===== src/rtl/cordic_sweep_ctrl.sv =====
// Frequency-sweep sequencer for a pipelined CORDIC NCO: steps phase_step through
// f_start + k*f_step and forwards only settled I/Q samples. Optional: SWEEP_LOOP_EN.
module cordic_sweep_ctrl #(
  parameter int PHASE_W = 32,
  parameter int AMP_W   = 16,
  parameter int OUT_W   = 22,
  parameter int CNT_W   = 16,
  parameter int LAT     = 18
) (
  input  logic               clk,
  input  logic               rst,
  input  logic               start,
  input  logic               abort,
`ifdef SWEEP_LOOP_EN
  input  logic               loop,
`endif
  input  logic [PHASE_W-1:0] f_start,
  input  logic [PHASE_W-1:0] f_step,
  input  logic [CNT_W-1:0]   n_steps,
  input  logic [CNT_W-1:0]   dwell,
  input  logic [AMP_W-1:0]   amp,
  output logic [PHASE_W-1:0] phase_step,
  output logic [AMP_W-1:0]   xin,
  output logic [AMP_W-1:0]   yin,
  input  logic [OUT_W-1:0]   xout_c,
  input  logic [OUT_W-1:0]   yout_c,
  output logic [OUT_W-1:0]   i_out,
  output logic [OUT_W-1:0]   q_out,
  output logic               iq_valid,
  output logic [CNT_W-1:0]   step_idx,
  output logic               busy,
  output logic               done
);

  localparam int LAT_W = $clog2(LAT + 1);
  localparam int CTR_W = (CNT_W > LAT_W) ? CNT_W : LAT_W;

  typedef enum logic [1:0] {IDLE, SETTLE, DWELL, DONE} state_t;

  state_t             state;
  state_t             state_next;
  logic [CTR_W-1:0]   cnt;
  logic [PHASE_W-1:0] f_start_lat;
  logic [PHASE_W-1:0] f_step_lat;
  logic [CNT_W-1:0]   last_idx;
  logic [CNT_W-1:0]   dwell_last;
  logic               cnt_zero;
  logic               last_step;
  logic               loop_en;

`ifdef SWEEP_LOOP_EN
  assign loop_en = loop;
`else
  assign loop_en = 1'b0;
`endif

  assign cnt_zero  = (cnt == '0);
  assign last_step = (step_idx == last_idx);
  assign yin       = '0;

  always_ff @(posedge clk or posedge rst) begin
    if (rst) state <= IDLE;
    else     state <= state_next;
  end

  always_comb begin
    state_next = state;
    if (abort) begin
      state_next = IDLE;
    end else begin
      case (state)
        IDLE:    if (start) state_next = SETTLE;
        SETTLE:  if (cnt_zero) state_next = DWELL;
        DWELL:   if (cnt_zero) state_next = (last_step && !loop_en) ? DONE : SETTLE;
        DONE:    state_next = IDLE;
        default: state_next = IDLE;
      endcase
    end
  end

  always_comb begin
    busy = (state != IDLE);
  end

  // Config is captured at start so register writes mid-sweep cannot disturb it.
  always_ff @(posedge clk or posedge rst) begin
    if (rst) begin
      phase_step  <= '0;
      xin         <= '0;
      step_idx    <= '0;
      cnt         <= '0;
      done        <= 1'b0;
      f_start_lat <= '0;
      f_step_lat  <= '0;
      last_idx    <= '0;
      dwell_last  <= '0;
    end else if (abort) begin
      phase_step <= '0;
      xin        <= '0;
      step_idx   <= '0;
      cnt        <= '0;
      done       <= 1'b0;
    end else begin
      done <= 1'b0;
      case (state)
        IDLE: begin
          if (start) begin
            f_start_lat <= f_start;
            f_step_lat  <= f_step;
            last_idx    <= (n_steps == '0) ? '0 : n_steps - CNT_W'(1);
            dwell_last  <= (dwell == '0) ? '0 : dwell - CNT_W'(1);
            phase_step  <= f_start;
            xin         <= amp;
            step_idx    <= '0;
            cnt         <= CTR_W'(LAT - 1);
          end
        end
        SETTLE: begin
          if (cnt_zero) cnt <= CTR_W'(dwell_last);
          else          cnt <= cnt - CTR_W'(1);
        end
        DWELL: begin
          if (cnt_zero) begin
            if (last_step) begin
              // done is registered so it also pulses on a loop wrap, not only in DONE.
              done <= 1'b1;
              if (loop_en) begin
                phase_step <= f_start_lat;
                step_idx   <= '0;
                cnt        <= CTR_W'(LAT - 1);
              end
            end else begin
              phase_step <= phase_step + f_step_lat;
              step_idx   <= step_idx + CNT_W'(1);
              cnt        <= CTR_W'(LAT - 1);
            end
          end else begin
            cnt <= cnt - CTR_W'(1);
          end
        end
        DONE: begin
          xin <= '0;
        end
        default: begin
          cnt <= '0;
        end
      endcase
    end
  end

  always_ff @(posedge clk or posedge rst) begin
    if (rst) begin
      iq_valid <= 1'b0;
      i_out    <= '0;
      q_out    <= '0;
    end else begin
      iq_valid <= (state == DWELL);
      i_out    <= xout_c;
      q_out    <= yout_c;
    end
  end

endmodule


===== config.mk =====
export PLATFORM = sky130hd
export DESIGN_NAME = cordic_sweep_ctrl
export DESIGN_NICKNAME = d
export VERILOG_FILES = /design/src/rtl/cordic_sweep_ctrl.sv
export SDC_FILE = /design/constraint.sdc
export NUM_CORES = 1
export LEC_CHECK = 0
export ABC_AREA = 1
export CAP_MARGIN = 40
export CORE_MARGIN = 2
export CORE_UTILIZATION = 51
export DETAILED_ROUTE_END_ITERATION = 7
export PLACE_DENSITY = 0.91
export RECOVER_POWER = 50
export SLEW_MARGIN = 30
export SYNTH_ARGS = -nofsm -noshare
export SYNTH_HDL_FRONTEND = slang
export SYNTH_SLANG_ARGS = --single-unit

===== constraint.sdc =====
create_clock -name clk -period 9.5 [get_ports clk]
set_input_delay 2.85 -clock clk [delete_from_list [all_inputs] [get_ports clk]]
set_output_delay 2.85 -clock clk [all_outputs]
set_load 0.01 [all_outputs]

# Yosys cells after proc, flatten, opt, wreduce, memory -nomap -nowiden
# Index checks and enable logic that the tools add are counted.
# classes
reduce_logical,13
div_mod_pow,0
n_mux,31
bitwise_logic,1
n_lt_le_gt_ge,0
shifts,0
mul,0
n_addsub,5
n_eq_ne,9
# ops
cell,n
2-to-1 mux 16 bit,13
2-to-1 mux 32 bit,4
case mux 16 bit (2 select lines),2
case mux 32 bit (2 select lines),1
logical NOT 16 bit,3
case mux 16 bit (3 select lines),1
"subtractor 16 x 1 -> 16 bit, second input constant",3
adder 32 bit,1
"adder 16 x 1 -> 16 bit, second input constant",1
== test 16 bit,1
"inequality test 3 bit, second input constant",4
2-to-1 mux 2 bit,5
AND reduction 3 bit,3
case mux 2 bit (4 select lines),1
nonzero test 3 bit,2
"== test 2 bit, second input constant",2
2-to-1 mux 1 bit,4
"inequality test 4 bit, second input constant",1
AND reduction 4 bit,1
nonzero test 4 bit,1
"== test 2 x 1 -> 1 bit, second input constant",1
logical NOT 2 bit,1
AND reduction 2 bit,1
nonzero test 2 bit,1
inverter 1 bit,1
# totals
n_memories,0
inputBits,160
latch_bits,0
ram_bits,0
output_inout_bits,127
register_bits,192
elab_cells,71
rom_bits,0

# Depth between registers and ports, before layout
# logic_depth
word_depth,5
depth_mapped,14
mapped_depth_nobuf,13

# Least setup slack after synthesis
# Ideal clock, no wire load.
# synth_timing
path_type,input to register
start,input dwell[0]
end,register dwell_last[9]
setup_time_ns,0.133
arrival_time_ns,4.220
setup_slack_ns,5.147
cell_stages,10
n_path_buf,1
required_time_ns,9.367
cell_sequence,inv_1 > ha_1 > nand2_1 > nor2_1 > nand3_1 > nor2_1 > nand4_1 > o21ai_2 > buf_2 > o22ai_1
# synth_between
elab_chain_len,2
elab_cells_between_ends,3
classes_between,add/sub (1); mux (1); reduce/logical (1)
# synth_lines
item,line_no,source
"start, declared",20,"input logic [CNT_W-1:0] dwell,"
subtractor 16 x 1 -> 16 bit / logical NOT 16 bit (equally long branches),111,dwell_last <= (dwell == '0) ? '0 : dwell - CNT_W'(1);
2-to-1 mux 16 bit (*),111,
"end signal, assigned",111,
"end, declared",46,logic [CNT_W-1:0] dwell_last;
# Mark *: on every way between the ends. The rest lies on a longest branch, timed or not.
# A chain may end at the register's enable or synchronous reset.

==> qor.yml <==
routing:
  wl_per_cell_um: 15.5
  vias: 11951
  drtPass1Iterations: 8
  drt_iter0_markers: 1205
  antenna_left: 0
  drt-vias-per-instance: 5.26
  drc: 0
  wirelength_mm: 35.2
cts:
  cts_max_level: 4
  cts_hold_repair.buffers: 0
  clock_latency_ps: 450
  cts_root_buf: "clkbuf_16"
  cts_tree: "done"
  cts.sinks: 192
  cts.reportedPaths.clkPinSlew_ps: 70
  post-cts-setup-buffer-count: 0
  tritoncts.num_buffers: 17
  post_cts_resized: 0
  clockBufferDepth: 2
global_route:
  antenna_found_initial: 0
  grt.met1_usage_pct: 37.3
  grt_pass1_vias: 11176
  overflow: 0
  grt_max_degree: 128
  grtUsageMet3_pct: 4.29
  top_usage_layer: "met2"
  track_usage_pct: 28.4
  grt_pass1_wl_mm: 55.2
  grt_util_met2_pct: 48.8
placed_design:
  dp.final_hpwl_mm: 26.4
  placedInstanceArea_um2: 14700
  portBuffers: 270
  place.gp.congestion: 0.937
power:
  p_leak_nw: 7.76
  p_int_mw: 2.31
  vdd_drop_max_mv: 0.153
  power.switching_mw: 2.12
  p_seq_share_pct: 29.0
  p_sw_share_pct: 47.9
  comb_power_share_pct: 54.4
  clkPwrFrac_pct: 16.6
  p_per_area_nw_per_um2: 288
  finalPower_mw: 4.44
cells_and_area:
  drive_gt1_share_pct: 4.03
  area_delta_synth_final_pct: 29.9
  final_design_area_no_fill_um2: 15400
  antennaDiodeCount: 0
  num-nets-final: 2173
min_path:
  worstHoldEndpoint: "f_step_lat[19]$_DFFE_PP0P_"
  whs_path_depth: 2
  min_from: "f_step_lat[19]$_DFFE_PP0P_"
  hp-class: "flop to flop"
timing:
  drv_slew: 114
  finalCritPeriodShare_pct: 58.2
  max_freq_mhz: 181
  fin_crit_ps: 5530
  slew_headroom_pct: -84.5
  worstMarginPinSlew_ps: 2750
  rsz0062_at_grt: "false"
  tns_ps: 0
  report.final.setup_viol: 0
  skew_ps: 12.9
  hold_viol: 0
synth:
  ys_ff_latch: 192
  synth_warnings: 0
  synth_top_area_share_pct: 40.6
  synthTopCellsByArea: "dfrtp_1, nand2_1, inv_1"
  yosys.area.top_type: "dfrtp_1"
  yosys_most_used_dff: "dfrtp_1"
  syn_area_um2: 11800
  ys_seq_area_share_pct: 40.6
  async_flop_share_pct: 100
  synthCells: 1715
  synth_edf_count: 0
  synth_cell_types: 43
  synth.avg_cell_area_um2: 6.91
worst_setup_path:
  worstRegToRegCells: 9
  endpoint_kind: "async pin"
  crit_type: "primary input to async pin"
  critical_path_required_ps: 10120
  r2r_slack_ps: 4940
  crit_fanout: 59
  critPathLaunchType: "primary input"
  r2r_start: "state[0]$_DFFE_PP0P_"
  crit_arrival_ps: 6150
  reg2reg_to: "phase_step[7]$_DFFE_PP0P_"
floorplanning:
  dieArea_um2: 24500
  initial_core_util_pct: 52.2
  io_pins: 287
  core_um2: 22700
  die_y_um: 156
  row_count: 55
  die_w_um: 156
flow_run:
  max_cap_violations: 2
status:
  status: "finished with violations"
  violations: "capacitance limit, slew limit"
-- layer usage --
| metal | up-vias | wire length [um] |
|---|---|---|
| li1 | 5834 | - |
| met1 | 5554 | 14800 |
| met2 | 486 | 17500 |
| met3 | 77 | 2160 |
| met4 | 0 | 770 |
| met5 | - | 0 |
-- cell usage after synthesis, types with 4 or more instances --
| library cell | instances |
|---|---|
| o21ai_0 | 76 |
| xor2_1 | 22 |
| nor3b_1 | 4 |
| buf_4 | 16 |
| clkbuf_1 | 16 |
| xnor2_1 | 14 |
| inv_1 | 230 |
| buf_1 | 9 |
| o21ai_1 | 7 |
| dfrtp_1 | 192 |
| buf_6 | 5 |
| nand3b_1 | 4 |
| o22ai_1 | 21 |
| nor3_1 | 20 |
| nor2_2 | 13 |
| nor2_1 | 163 |
| nand2_2 | 4 |
| nand2_1 | 628 |
| nand3_1 | 118 |
| a21oi_1 | 36 |
| or2_2 | 6 |
| buf_2 | 12 |
| ha_1 | 40 |
| nand4_1 | 30 |
-- worst max path at each step --
stage | startpoint | to | slack, ps
after floorplan | rst | cnt[0]$_DFFE_PP0P_ | 1420
after global placement | abort | xin[12]$_DFFE_PP0P_ | 3980
final | rst | dwell_last[4]$_DFFE_PP0P_ | 3970
after CTS | abort | phase_step[7]$_DFFE_PP0P_ | 4320
after global routing | rst | dwell_last[0]$_DFFE_PP0P_ | 3540
after detailed placement | abort | phase_step[7]$_DFFE_PP0P_ | 3870
-- cell families after synthesis --
group / count (synthesis) / share of synthesized area [%]
flip-flops: 192 / 40.6
buffers and inverters: 292 / 10.2
AND/OR/NAND/NOR: 1003 / 35.4
XOR/XNOR: 36 / 2.66
AO/OA/AOI/OAI: 150 / 6.79
other: 1 / 0.0317
adder cells (fa/ha/maj): 41 / 4.39
-- per-stage QoR --
step | hold slack [ps] | worst slack [ps] | utilization (%) | instances
after floorplan | 446 | 1420 | - | 1730
after global placement | 462 | 3980 | 64.7 | 2233
after detailed placement | 466 | 3870 | 64.8 | 2235
after CTS | 485 | 4320 | 67.5 | 2267
after global routing | 498 | 3540 | 67.8 | 2270
final | 482 | 3970 | 67.8 | 2270
-- worst max-delay path, cell delays in order --
cell and delay (ps):
dlygate4sd3_1 540, clkinvlp_2 1570, clkbuf_1 790, buf_16 330
-- power by group through the flow --
stage | sequential [mW] | combinational (mW) | clock (mW)
3_3_place_gp | 1.28 | 2.28 | 0
3_5_place_dp | 1.29 | 2.36 | 0
2_1_floorplan | 1.27 | 1.62 | 0
5_1_grt | 1.31 | 2.70 | 0.780
6_report | 1.29 | 2.41 | 0.736
4_1_cts | 1.28 | 2.38 | 0.744
-- cell type report --
| cell class | instances | area, um^2 |
|---|---|---|
| clock inverters | 15 | 185 |
| inverters | 234 | 880 |
| repair buffers | 281 | 2830 |
| flip-flops and latches | 192 | 4800 |
| well taps | 285 | 357 |
| clock buffers | 17 | 425 |
| fillers | 1974 | 7320 |
| multi-input cells | 1246 | 5910 |
-- registers in the layout (all words and copies together) (netlist names) --
register / cells
cnt: 16
done: 1
dwell_last: 16
f_step_lat: 32
i_out: 22
iq_valid: 1
last_idx: 16
phase_step: 32
q_out: 22
state: 2
step_idx: 16
xin: 16
-- placed cells by master, fill, tap and decap left out, types with 2 or more instances in the layout --
master           synthesis  final
clkinv_1                 2      2
nor3_1                  20     19
o21ai_1                  7      7
nor4_1                   3      3
inv_2                    2      2
conb_1                   1     16
nand3_4                  2      2
inv_6                    0      3
buf_16                   0      2
clkdlybuf4s50_1          0    215
nand3_1                118    118
and2_1                   2      2
nor2_4                   2      2
clkinv_8                 0      6
or2_2                    6      6
o22ai_1                 21     21
ha_1                    40     39
dlygate4sd3_1            0     55
clkbuf_1                16      2
nor2_1                 163    162
buf_4                   16      5
nand2_1                628    628
nor3b_1                  4      4
o21bai_1                 3      3
nand3b_1                 4      4
nand2_2                  4      4
xnor2_1                 14     14
xor2_1                  22     22
buf_6                    5      2
nand4_1                 30     30
dfrtp_1                192    192
inv_8                    0      4
nor2_2                  13     14
clkbuf_16                0     17
a21oi_1                 36     35
o21ai_0                 76     76
a21o_1                   2      2
inv_1                  230    229
Note: power is estimated with default switching activity, not from simulation.
